`src/rtl/beat_sequencer_if.sv`:
```
// Panel/controller-side bundle of the beat sequencer: request inputs in,
// beat levels, T3 strobe, ST0 and machine-cycle count out.
interface beat_sequencer_if #(
  parameter int CNT_W = 16
);
  logic             qd;
  logic             step;
  logic             short;
  logic             long;
  logic             stop;
  logic             sst0;
  logic             st0_clr;
  logic             w1;
  logic             w2;
  logic             w3;
  logic             t3;
  logic             st0;
  logic             running;
  logic [CNT_W-1:0] mcycles;

  modport master (
    output qd, step, short, long, stop, sst0, st0_clr,
    input  w1, w2, w3, t3, st0, running, mcycles
  );

  modport slave (
    input  qd, step, short, long, stop, sst0, st0_clr,
    output w1, w2, w3, t3, st0, running, mcycles
  );
endinterface

```
`src/rtl/beat_sequencer.sv`:
```
// Machine-cycle timing generator: one-hot W1/W2/W3 beats of PHASES clocks,
// a T3 strobe in each beat's last phase, the ST0 flag and QD start/stop/step.
module beat_sequencer #(
  parameter int PHASES = 4,
  parameter int CNT_W  = 16
) (
  input  logic            clk,
  input  logic            clr,
  beat_sequencer_if.slave bus
);
  localparam int PW = $clog2(PHASES);

  typedef enum logic [0:0] {
    S_HALT = 1'b0,
    S_RUN  = 1'b1
  } state_e;

  localparam logic [2:0]    BEAT_W1 = 3'b001;
  localparam logic [2:0]    BEAT_W2 = 3'b010;
  localparam logic [2:0]    BEAT_W3 = 3'b100;
  localparam logic [PW-1:0] PH_LAST = PW'(PHASES - 1);

  state_e           state_q, state_d;
  logic [2:0]       beat_q, beat_d;
  logic [2:0]       next_beat_q, next_beat_d;
  logic [2:0]       target_s;
  logic [PW-1:0]    phase_q, phase_d;
  logic             qd_prev_q;
  logic             st0_q, st0_d;
  logic [CNT_W-1:0] mcycles_q, mcycles_d;
  logic             t3_s;
  logic             halt_s;
  logic             start_s;

  // State registers; clr wins over every other input.
  always_ff @(posedge clk) begin
    if (clr) begin
      state_q     <= S_HALT;
      beat_q      <= 3'b000;
      next_beat_q <= BEAT_W1;
      phase_q     <= '0;
      qd_prev_q   <= 1'b1;
      st0_q       <= 1'b0;
      mcycles_q   <= '0;
    end else begin
      state_q     <= state_d;
      beat_q      <= beat_d;
      next_beat_q <= next_beat_d;
      phase_q     <= phase_d;
      qd_prev_q   <= bus.qd;
      st0_q       <= st0_d;
      mcycles_q   <= mcycles_d;
    end
  end

  // Successor beat from the current beat and the T3-sampled short/long requests.
  always_comb begin
    target_s = BEAT_W1;
    case (beat_q)
      BEAT_W1: target_s = bus.short ? BEAT_W1 : BEAT_W2;
      BEAT_W2: target_s = bus.long  ? BEAT_W3 : BEAT_W1;
      BEAT_W3: target_s = BEAT_W1;
      default: target_s = BEAT_W1;
    endcase
  end

  assign t3_s    = (state_q == S_RUN) && (phase_q == PH_LAST);
  assign halt_s  = t3_s && (bus.stop || (bus.step && (target_s == BEAT_W1)));
  assign start_s = bus.qd && !qd_prev_q;

  // Next-state logic: QD edge starts from the saved beat; T3 advances or halts.
  always_comb begin
    state_d     = state_q;
    beat_d      = beat_q;
    next_beat_d = next_beat_q;
    phase_d     = phase_q;
    st0_d       = st0_q;
    mcycles_d   = mcycles_q;
    case (state_q)
      S_HALT: begin
        if (start_s) begin
          state_d = S_RUN;
          beat_d  = next_beat_q;
          phase_d = '0;
        end else begin
          beat_d  = 3'b000;
        end
      end
      S_RUN: begin
        if (t3_s) begin
          phase_d = '0;
          if (bus.sst0) begin
            st0_d = 1'b1;
          end else if (bus.st0_clr) begin
            st0_d = 1'b0;
          end else begin
            st0_d = st0_q;
          end
          if (target_s == BEAT_W1) begin
            mcycles_d = mcycles_q + CNT_W'(1);
          end else begin
            mcycles_d = mcycles_q;
          end
          // A halted beat parks its successor so the next QD resumes there.
          if (halt_s) begin
            state_d     = S_HALT;
            beat_d      = 3'b000;
            next_beat_d = target_s;
          end else begin
            beat_d      = target_s;
          end
        end else begin
          phase_d = phase_q + PW'(1);
        end
      end
      default: begin
        state_d = S_HALT;
        beat_d  = 3'b000;
        phase_d = '0;
      end
    endcase
  end

  assign bus.w1      = beat_q[0];
  assign bus.w2      = beat_q[1];
  assign bus.w3      = beat_q[2];
  assign bus.t3      = t3_s;
  assign bus.st0     = st0_q;
  assign bus.running = (state_q == S_RUN);
  assign bus.mcycles = mcycles_q;
endmodule

```
`src/flat_wrapper.sv`:
```
// flat-port wrapper written by rule: the top's interface ports become plain ports
module beat_sequencer_flat 
#(
  parameter int PHASES = 4,
  parameter int CNT_W  = 16
)
  (clk, clr, bus_qd, bus_step, bus_short, bus_long, bus_stop, bus_sst0, bus_st0_clr, bus_w1, bus_w2, bus_w3, bus_t3, bus_st0, bus_running, bus_mcycles);
  beat_sequencer_if #(.CNT_W(CNT_W)) bus_i ();
  input  logic clk;
  input  logic clr;
  input wire logic [$bits(bus_i.qd)-1:0] bus_qd;
  input wire logic [$bits(bus_i.step)-1:0] bus_step;
  input wire logic [$bits(bus_i.short)-1:0] bus_short;
  input wire logic [$bits(bus_i.long)-1:0] bus_long;
  input wire logic [$bits(bus_i.stop)-1:0] bus_stop;
  input wire logic [$bits(bus_i.sst0)-1:0] bus_sst0;
  input wire logic [$bits(bus_i.st0_clr)-1:0] bus_st0_clr;
  output wire logic [$bits(bus_i.w1)-1:0] bus_w1;
  output wire logic [$bits(bus_i.w2)-1:0] bus_w2;
  output wire logic [$bits(bus_i.w3)-1:0] bus_w3;
  output wire logic [$bits(bus_i.t3)-1:0] bus_t3;
  output wire logic [$bits(bus_i.st0)-1:0] bus_st0;
  output wire logic [$bits(bus_i.running)-1:0] bus_running;
  output wire logic [$bits(bus_i.mcycles)-1:0] bus_mcycles;
  assign bus_i.qd = bus_qd;
  assign bus_i.step = bus_step;
  assign bus_i.short = bus_short;
  assign bus_i.long = bus_long;
  assign bus_i.stop = bus_stop;
  assign bus_i.sst0 = bus_sst0;
  assign bus_i.st0_clr = bus_st0_clr;
  assign bus_w1 = bus_i.w1;
  assign bus_w2 = bus_i.w2;
  assign bus_w3 = bus_i.w3;
  assign bus_t3 = bus_i.t3;
  assign bus_st0 = bus_i.st0;
  assign bus_running = bus_i.running;
  assign bus_mcycles = bus_i.mcycles;
  beat_sequencer #(.PHASES(PHASES), .CNT_W(CNT_W)) u_core (.clk(clk), .clr(clr), .bus(bus_i));
endmodule
```
`config.mk`:
```
export PLATFORM = sky130hd
export DESIGN_NAME = beat_sequencer_flat
export DESIGN_NICKNAME = d
export VERILOG_FILES = /design/src/rtl/beat_sequencer_if.sv /design/src/rtl/beat_sequencer.sv /design/src/flat_wrapper.sv
export SDC_FILE = /design/constraint.sdc
export NUM_CORES = 1
export LEC_CHECK = 0
export BUFFER_PORTS_ARGS = -buffer_cell sky130_fd_sc_hd__buf_4
export CELL_PAD_IN_SITES_DETAIL_PLACEMENT = 1
export CELL_PAD_IN_SITES_GLOBAL_PLACEMENT = 2
export CORE_AREA = 2 2 81 67
export DETAILED_ROUTE_END_ITERATION = 12
export DIE_AREA = 0 0 83 69
export GPL_ROUTABILITY_DRIVEN = 1
export HOLD_SLACK_MARGIN = 0.12
export PLACE_DENSITY_LB_ADDON = 0.1
export SETUP_SLACK_MARGIN = 0.15
export SYNTH_ARGS = -nofsm -noshare
export SYNTH_HDL_FRONTEND = slang
export SYNTH_SLANG_ARGS = --single-unit
```
`constraint.sdc`:
```
create_clock -name clk -period 1.6 [get_ports clk]
set_input_delay 0 -clock clk [delete_from_list [all_inputs] [get_ports clk]]
set_output_delay 0 -clock clk [all_outputs]
set_load 0.01 [all_outputs]
```
==> metrics.yaml, run 1 <==
cts_tree: "done"
setup_slack_ns: -0.103
n_antenna_cell: 0
num_vias: 1460
period_minus_slack_ns: 1.70
slew_viol_final: 0
cp_cell_sequence: "ha_4, nand4_1, or4_4, or3_1, a21oi_1"
finalSetupTns_ns: -0.342
hold_class: "input port to flip-flop"
ys_ff_latch: 27
grt_usage: 0.160
antenna_left: 0
cp_max_fo: 6
die_area_mm2: 0.00573
cp_slowest_stage_delay_ns: 0.53
synth.most_common_cell: "dfxtp_1"
grt_pass1_wl_um: 7500
max_freq_mhz: 587
nets: 238
synth_area_leaders: "dfxtp_1 42%, nor2_1 5.6%, a21oi_1 5.5%"
fin_util: 0.452
placed_cell_area_mm2: 0.00182
max-vdd-ir-drop_mv: 0.433
drtIter0Drc: 48
cp.buffers_inverters: 0
final_area_mm2: 0.00222
hold_slack_ns: 0.0731
synth_nets: 162
skew_ns: 0.00741
grt_pass1_vias: 1488
place_congestion: 0.796
crit_required_ns: 1.81
ys_top_cells_by_count: "27 x dfxtp_1, 19 x nor2_1, 14 x a21oi_1, 10 x o21ai_0, 8 x nand2_1"
synth_edf_count: 0
ys_seq_area_frac: 0.421
power_leakage_nw: 0.821
cp.arrival_ns: 1.91
crit_type: "flip-flop to flip-flop"
via_per_inst: 5.07
core_area_mm2: 0.00492
setup_violations: 7
path_clk_slew_ns: 0.10
grt_start_max_net_pins: 29
ioPinCount: 31
antenna_found_initial: 0
drcViolationCount: 0
tightest_slew_ns: 0.335
chipWidth_um: 83
route.detailed.wl_per_inst_um: 16.1
slowest_stage: "or4_4"
synth_flop_cell: "dfxtp_1"
cts_num_sinks: 27
hold_viol_final: 0
failed_checks: "negative setup slack"
root_buffer: "clkbuf_8"
power_density_mw_per_mm2: 549
yosysTopAreaCellShare: 0.421
die_h_um: 69
start_kind: "flip-flop"
start_util: 0.261
dr.pass1.iters: 4
finalWirelength_um: 4640
timing.max_cap.violations: 0
synth_area_per_cell_um2: 8.49
syn_inst: 151
io_buffers: 30
syn_to_final_growth_pct: 73.5
timing.final.crit_share: 1.06
max-slew-margin-rel: 0.776
ys_warn_count: 0
synth_area_mm2: 0.00128
fillers: 572
status: "finished, violations left"
clk_latency_ns: 0.28
synth.distinct_cells: 39
cts_max_level: 1
critical_path.top_delay_family: "simple AND/OR/NAND/NOR gates"
dp_hpwl_um: 3090
end_kind: "flip-flop"
synth_top_area_cell: "dfxtp_1"
finalPower_mw: 1.22
drive_gt1_frac: 0.478
grt_overflow_total: 0
async_flop_share: 0
rows: 23
numCtsBuffers: 3
cts_max_path_buffers: 2
rsz0062_at_grt: "yes"
-- flip-flops by register name (all words and copies together) (netlist names) --
signal / flops
u_core.beat_q: 3
u_core.phase_q: 2
u_core.bus.running: 1
u_core.next_beat_q: 3
u_core.bus.mcycles: 16
u_core.qd_prev_q: 1
u_core.bus.st0: 1
-- final timing paths --
kind,startpoint,end,slack [ns],depth (start not counted)
worst max-delay path,u_core.bus.mcycles[1],u_core.bus.mcycles[12],-0.10,5
worst min-delay path,clr,u_core.bus.mcycles[4],0.07,2
worst max register to register,u_core.bus.mcycles[1],u_core.bus.mcycles[12],-0.10,5
worst min register to register,u_core.next_beat_q[2],u_core.next_beat_q[2],0.50,2
-- stage by stage --
stage | setup slack [ns] | cells
finish | -0.103 | 288
global route | -0.170 | 288
CTS | -0.0873 | 286
detailed placement | -0.0889 | 264
global placement | -0.0403 | 264
floorplan | -0.0689 | 151
-- worst reg2reg max path, stage by stage (launching register included) --
cell and delay (ns):
dfxtp_4 0.38, ha_4 0.14, nand4_1 0.12, or4_4 0.54, or3_1 0.33, a21oi_1 0.14
-- layout make-up --
class                      instances  area (um^2)  area share
multi-input combinational        115          883       0.397
timing repair buffer              77          643       0.289
sequential                        27          561       0.252
tap                               62         77.6      0.0349
clock buffer                       3         41.3      0.0186
inverter                           3         13.8     0.00619
clock inverter                     1         5.00     0.00225
-- layout by cell type (no fill, tap or decap), types with 2 or more instances in the layout --
master,n
a21oi_1,13
buf_6,10
dlygate4sd3_1,6
inv_1,2
dfxtp_4,4
nor3_1,3
nor2b_1,2
o31ai_1,3
nand2_1,7
nand2b_1,2
dfxtp_2,4
xnor2_1,3
clkbuf_8,3
a22oi_1,2
dfxtp_1,19
buf_4,60
nand4_1,7
nand3_1,6
o21ai_0,6
nor2_1,17
o21ai_1,3
or4_1,3
ha_4,2
or3_1,6
nor4_1,2
-- repair_timing --
action,4_1_cts,5_1_grt
endpoints found under the setup margin,20,24
setup buffers,13,1
hold buffers,5,1
resized for setup,34,7
pin swaps,31,19
endpoints found under the hold margin,20,6
-- kinds of logic after synthesis --
group	count (synthesis)	share of synthesized area
AND/OR/NAND/NOR	73	0.332
flip-flops	27	0.421
adder cells (fa/ha/maj)	2	0.0195
XOR/XNOR	5	0.0341
AO/OA/AOI/OAI	33	0.146
buffers and inverters	9	0.0302
multiplexers	2	0.0166
-- per-layer routing --
layer | vias up | wire [um] | global-route usage | share of wire
met5 | - | 0 | 0 | 0
met4 | 0 | 50 | 0.0273 | 0.011
met3 | 6 | 184 | 0.0383 | 0.040
met2 | 31 | 2210 | 0.263 | 0.48
met1 | 712 | 2200 | 0.215 | 0.47
li1 | 711 | - | - | -
-- report_power, final --
part	total, mW	switching, mW	internal (mW)	leakage, nW
clock network	0.402	0.227	0.175	0.0255
logic	0.137	0.0667	0.0704	0.573
registers	0.683	0.00901	0.674	0.223
total	1.22	0.303	0.919	0.821
Note: power is estimated with default switching activity, not from simulation.
==> run 2, diff against run 1 <==
--- a/config.mk
+++ b/config.mk
@@ -8,9 +8,9 @@
 export BUFFER_PORTS_ARGS = -buffer_cell sky130_fd_sc_hd__buf_4
 export CELL_PAD_IN_SITES_DETAIL_PLACEMENT = 1
 export CELL_PAD_IN_SITES_GLOBAL_PLACEMENT = 2
-export CORE_AREA = 2 2 81 67
+export CORE_AREA = 2 2 72 74
 export DETAILED_ROUTE_END_ITERATION = 12
-export DIE_AREA = 0 0 83 69
+export DIE_AREA = 0 0 74 76
 export GPL_ROUTABILITY_DRIVEN = 1
 export HOLD_SLACK_MARGIN = 0.12
 export PLACE_DENSITY_LB_ADDON = 0.1
==> run 2 against run 1 <==
  * The run still ends with negative setup slack left
  * Utilization down 0.86 points
  * Clock skew down 0.0027 ns
  * Critical path type unchanged
  * Critical endpoint is now u_core.bus.mcycles[14]
  * Clock power about the same
==> metrics.yaml, run 2 (synthesis gave the netlist of run 1 again) <==
status: "finished, violations left"
failed_checks: "negative setup slack"
chipWidth_um: 74  # -11%
cts_max_path_buffers: 2  # unchanged
place_congestion: 0.784  # -1.5%
setup_violations: 8  # +1
largest_register_ffs: 16  # unchanged
switching_share: 0.240  # -0.00786
max_freq_mhz: 597  # +1.7%
dr.pass1.iters: 4  # unchanged
pwr-share-clk: 0.331  # +0.002
grt_overflow_total: 0  # unchanged
max-slew-margin-rel: 0.758  # -0.0173
syn_to_final_growth_pct: 69.9
crit_type: "flip-flop to flip-flop"
start_util: 0.261  # +0.000465
dp_hpwl_um: 3070  # -0.59%
hold_viol_final: 0  # unchanged
n_antenna_cell: 0  # unchanged
core_area_mm2: 0.00491  # -0.18%
setup_slack_ns: -0.0743  # +0.0290 ns
power_frac_seq: 0.568  # +0.009
crit_required_ns: 1.81  # about the same
tightest_slew_ns: 0.359  # +0.0237 ns
finalSetupTns_ns: -0.435  # -0.0930 ns
final_common_cell: "buf_4"
cts_tree: "done"
ioPinCount: 31  # unchanged
start_kind: "flip-flop"
route.detailed.wl_per_inst_um: 14.8  # -8.2%
rsz0062_at_grt: "yes"
hold_slack_ns: 0.204  # +0.131 ns
timing.final.crit_share: 1.05  # -0.0181
power_leakage_nw: 0.806  # -1.9%
root_buffer: "clkbuf_8"
via_per_inst: 4.82  # -4.9%
finalNonFillerCells: 291  # +1.0%
slew_viol_final: 0  # unchanged
reg2regPathDepth: 5  # unchanged
rows: 26  # +13%
pwr-share-comb: 0.102  # -0.010
die_h_um: 76  # +10%
grt_start_max_net_pins: 29  # unchanged
grt_usage: 0.158  # -0.00193
hold_class: "input port to flip-flop"
path_clk_slew_ns: 0.10  # about the same
grt_pass1_vias: 1473  # -1.0%
power_density_mw_per_mm2: 554  # +0.79%
antenna_left: 0  # unchanged
layout_common_cells: "58 x buf_4, 19 x dfxtp_1, 18 x nor2_1"
p_int_mw: 0.917  # -0.27%
cts_max_level: 1  # unchanged
fin_util: 0.443  # -0.00862
drtIter0Drc: 35  # -27%
drive_gt1_frac: 0.462  # -0.0163
min_path_cells: 5  # +3
cp_max_fo: 6  # unchanged
switching_power_mw: 0.289  # -4.4%
period_minus_slack_ns: 1.67  # -0.0290 ns
dpl.cell_count: 272  # +3.0%
finalWirelength_um: 4310  # -7.2%
cp.arrival_ns: 1.89  # -0.02 ns
end_kind: "flip-flop"
nets: 233  # -2.1%
num_vias: 1403  # -3.9%
timing.max_cap.violations: 0  # unchanged
grt_pass1_wl_um: 7040  # -6.1%
cts_num_sinks: 27  # unchanged
drcViolationCount: 0  # unchanged
numCtsBuffers: 3  # unchanged
die_area_mm2: 0.00562  # -1.8%
clk_latency_ns: 0.27  # about the same
antenna_found_initial: 0  # unchanged
max-vdd-ir-drop_mv: 0.329  # -24%
finalPower_mw: 1.21  # -1.3%
skew_ns: 0.00470  # -0.00271 ns
io_buffers: 30  # unchanged
run 2: timing repair:
action                                  in CTS  in global routing
setup buffers                                6                  3
hold buffers                                 6                  0
endpoints found under the setup margin      19                 21
hold endpoints to repair                    15                  0
resized for setup                           17                 22
pin swaps                                   14                 13
run 2: critical path: stages, from the launching register on:
cell	delay (ns)
dfxtp_4	0.38
ha_4	0.13
nand4_1	0.10
or4_4	0.54
or3_4	0.34
a21oi_2	0.12
run 2: routing by layer:
layer | global-route usage | vias up | wire length (um)
met2 | 0.272 | 24 | 2260
met1 | 0.205 | 682 | 1900
met4 | 0.0382 | 0 | 40
li1 | - | 693 | -
met5 | 0 | - | 0
met3 | 0.0198 | 4 | 108
run 2: layout make-up:
cell class / count / area, um^2
fillers: 581 / 2730
well taps: 70 / 87.6
clock buffers: 4 / 45.0
flip-flops and latches: 27 / 558
inverters: 3 / 16.3
multi-input cells: 115 / 886
repair buffers: 72 / 586
run 2: worst paths after layout:
check	start	to	slack, ns
setup reg to reg	u_core.bus.mcycles[1]	u_core.bus.mcycles[14]	-0.07
setup / recovery	u_core.bus.mcycles[1]	u_core.bus.mcycles[14]	-0.07
hold / removal	bus_short	u_core.next_beat_q[1]	0.20
hold reg to reg	u_core.next_beat_q[0]	u_core.beat_q[0]	0.51
run 2: power groups by stage:
stage / registers, mW / clock network (mW) / logic (mW)
after floorplan: 0.702 / 0 / 0.0403
after global placement: 0.700 / 0 / 0.0884
after detailed placement: 0.700 / 0 / 0.0903
after CTS: 0.685 / 0.428 / 0.115
after global routing: 0.686 / 0.445 / 0.134
final: 0.685 / 0.399 / 0.123
run 2: metrics by stage:
| step | setup slack (ns) | cell area, um^2 |
|---|---|---|
| 3_5_place_dp | -0.104 | 1830 |
| 4_1_cts | -0.119 | 2060 |
| 5_1_grt | -0.160 | 2180 |
| 3_3_place_gp | -0.0775 | 1830 |
| 2_1_floorplan | -0.0689 | 1340 |
| 6_report | -0.0743 | 2180 |
==> run 3, diff against run 2 <==
--- a/config.mk
+++ b/config.mk
@@ -14,6 +14,7 @@
 export GPL_ROUTABILITY_DRIVEN = 1
 export HOLD_SLACK_MARGIN = 0.12
 export PLACE_DENSITY_LB_ADDON = 0.1
+export RECOVER_POWER = 25
 export SETUP_SLACK_MARGIN = 0.15
 export SYNTH_ARGS = -nofsm -noshare
 export SYNTH_HDL_FRONTEND = slang
==> run 3 against run 2 <==
  * The run still ends with negative setup slack left
  * Die area is the same
  * Sequential share of layout area grew 0.40 points
  * Sequential power is essentially flat
  * Utilization shrank 0.69 points
  * Clock skew is essentially flat
  * Flip-flop and latch count is the same
  * Hold slack is essentially flat
  * Critical path type unchanged
  * Largest power group unchanged
==> metrics.yaml, run 3 (synthesis gave the netlist of run 1 again) <==
cts_num_sinks: 27  # unchanged
pre_cts_slack_ns: -0.104  # unchanged
rsz0062_at_grt: "yes"
setup_violations: 9  # +1
skew_ns: 0.00455  # -0.000155 ns
fillers: 585  # +0.69%
cts_max_path_buffers: 2  # unchanged
status: "finished, violations left"
place_congestion: 0.784  # unchanged
cts_tree: "done"
syn_to_final_growth_pct: 67.2
grt_pass1_wl_um: 7040  # unchanged
drive_gt1_frac: 0.421  # -0.0407
io_buffers: 30  # unchanged
grt_overflow_total: 0  # unchanged
crit_type: "flip-flop to flip-flop"
slew_viol_final: 0  # unchanged
start_kind: "flip-flop"
chipWidth_um: 74  # unchanged
grt_start_max_net_pins: 29  # unchanged
grt_pass1_vias: 1473  # unchanged
cp.depth: 5  # unchanged
r2r_start: "u_core.bus.mcycles[1]"
largest_register_ffs: 16  # unchanged
drtIter0Drc: 35  # unchanged
hold_viol_final: 0  # unchanged
dr.pass1.iters: 4  # unchanged
core_area_mm2: 0.00491  # unchanged
path_clk_slew_ns: 0.10  # about the same
cp.buffers_inverters: 0  # unchanged
failed_checks: "negative setup slack"
start_util: 0.261  # unchanged
cts_max_level: 1  # unchanged
power_leakage_nw: 0.768  # -4.8%
rows: 26  # unchanged
tightest_slew_ns: 0.360  # +0.000987 ns
final_common_cell: "buf_4"
layout_common_cells: "49 x buf_4, 19 x dfxtp_1, 18 x nor2_1"
die_h_um: 76  # unchanged
n_antenna_cell: 0  # unchanged
dp_hpwl_um: 3070  # unchanged
hold_class: "input port to flip-flop"
reg2regPathDepth: 5  # unchanged
via_per_inst: 4.82  # unchanged
power_density_mw_per_mm2: 562  # +1.5%
finalWirelength_um: 4320  # +0.16%
hold_start: "bus_short"
crit_required_ns: 1.81  # about the same
max_freq_mhz: 597  # about the same
timing.max_cap.violations: 0  # unchanged
nets: 233  # unchanged
root_buffer: "clkbuf_8"
max-slew-margin-rel: 0.758  # about the same
antenna_left: 0  # unchanged
cp_cell_sequence: "ha_4, nand4_1, or4_4, or3_4, a21oi_2"
drcViolationCount: 0  # unchanged
slowest_stage: "or4_4"
cp_slowest_stage_delay_ns: 0.54  # about the same
clk_latency_ns: 0.27  # about the same
grt_usage: 0.158  # unchanged
min_path_cells: 5  # unchanged
end_kind: "flip-flop"
period_minus_slack_ns: 1.67  # +0.000113 ns
timing.final.crit_share: 1.05  # about the same
num_vias: 1403  # unchanged
finalPower_mw: 1.21  # about the same
antenna_found_initial: 0  # unchanged
die_area_mm2: 0.00562  # unchanged
cp_max_fo: 6  # unchanged
route.detailed.wl_per_inst_um: 14.8  # +0.16%
numCtsBuffers: 3  # unchanged
startpoint: "u_core.bus.mcycles[1]"
setup_slack_ns: -0.0744  # -0.000113 ns
cp.arrival_ns: 1.89  # about the same
ioPinCount: 31  # unchanged
critical_path.top_delay_family: "simple AND/OR/NAND/NOR gates"
max-vdd-ir-drop_mv: 0.329  # about the same
## run 3: changes by cell type in the layout (fill, tap and decap cells not counted), sizes merged
cell    before  now
buf         66   57
clkbuf       4   13
## run 3: final timing paths
path	to	slack [ns]
max reg2reg	u_core.bus.mcycles[14]	-0.07
max	u_core.bus.mcycles[14]	-0.07
min	u_core.next_beat_q[1]	0.20
min reg2reg	u_core.beat_q[0]	0.51
## run 3: per-stage QoR
step                       util  instances  TNS, ns  instance area [um^2]  hold slack, ns
after global placement    0.372        272   -0.232                  1830           0.197
after detailed placement  0.372        272   -0.468                  1830           0.209
final                     0.437        291   -0.443                  2140           0.204
after floorplan               -        151  -0.0920                  1340           0.107
after CTS                 0.419        288   -0.470                  2060           0.199
after global routing      0.437        291    -1.19                  2140           0.226
## run 3: worst reg2reg max path, delay by kind of cell, from the launching register on
| family | cells | cell delay (ns) |
|---|---|---|
| compound gates | 1 | 0.12 |
| fa+ha+maj | 1 | 0.13 |
| flops | 1 | 0.38 |
| simple gates | 3 | 0.99 |
## run 3: final cells by class
cell class	instances	area (um^2)	share of cell area
Timing Repair Buffer	72	552	0.257
Clock buffer	4	45.0	0.0210
Tap cell	70	87.6	0.0408
Sequential cell	27	558	0.260
Inverter	3	16.3	0.00758
Multi-Input combinational cell	115	886	0.413
## run 3: layer usage
metal	GRT usage	part of all wire	vias up	routed length (um)
met5	0	0	-	0
met4	0.0382	0.0093	0	40
met3	0.0198	0.030	4	131
met2	0.272	0.52	26	2260
met1	0.205	0.44	680	1880
li1	-	-	693	-
## run 3: power breakdown
group / switching (mW) / leakage (nW) / internal (mW)
clock: 0.219 / 0.0228 / 0.179
combinational: 0.0600 / 0.522 / 0.0628
sequential: 0.00933 / 0.223 / 0.675
## run 3: what timing repair did
action | in CTS | in global routing
setup endpoints to repair | 19 | 21
gates resized for setup | 17 | 22
hold endpoints to repair | 15 | 0
pin swaps | 14 | 13
hold buffers | 6 | 0
buffers inserted | 6 | 3
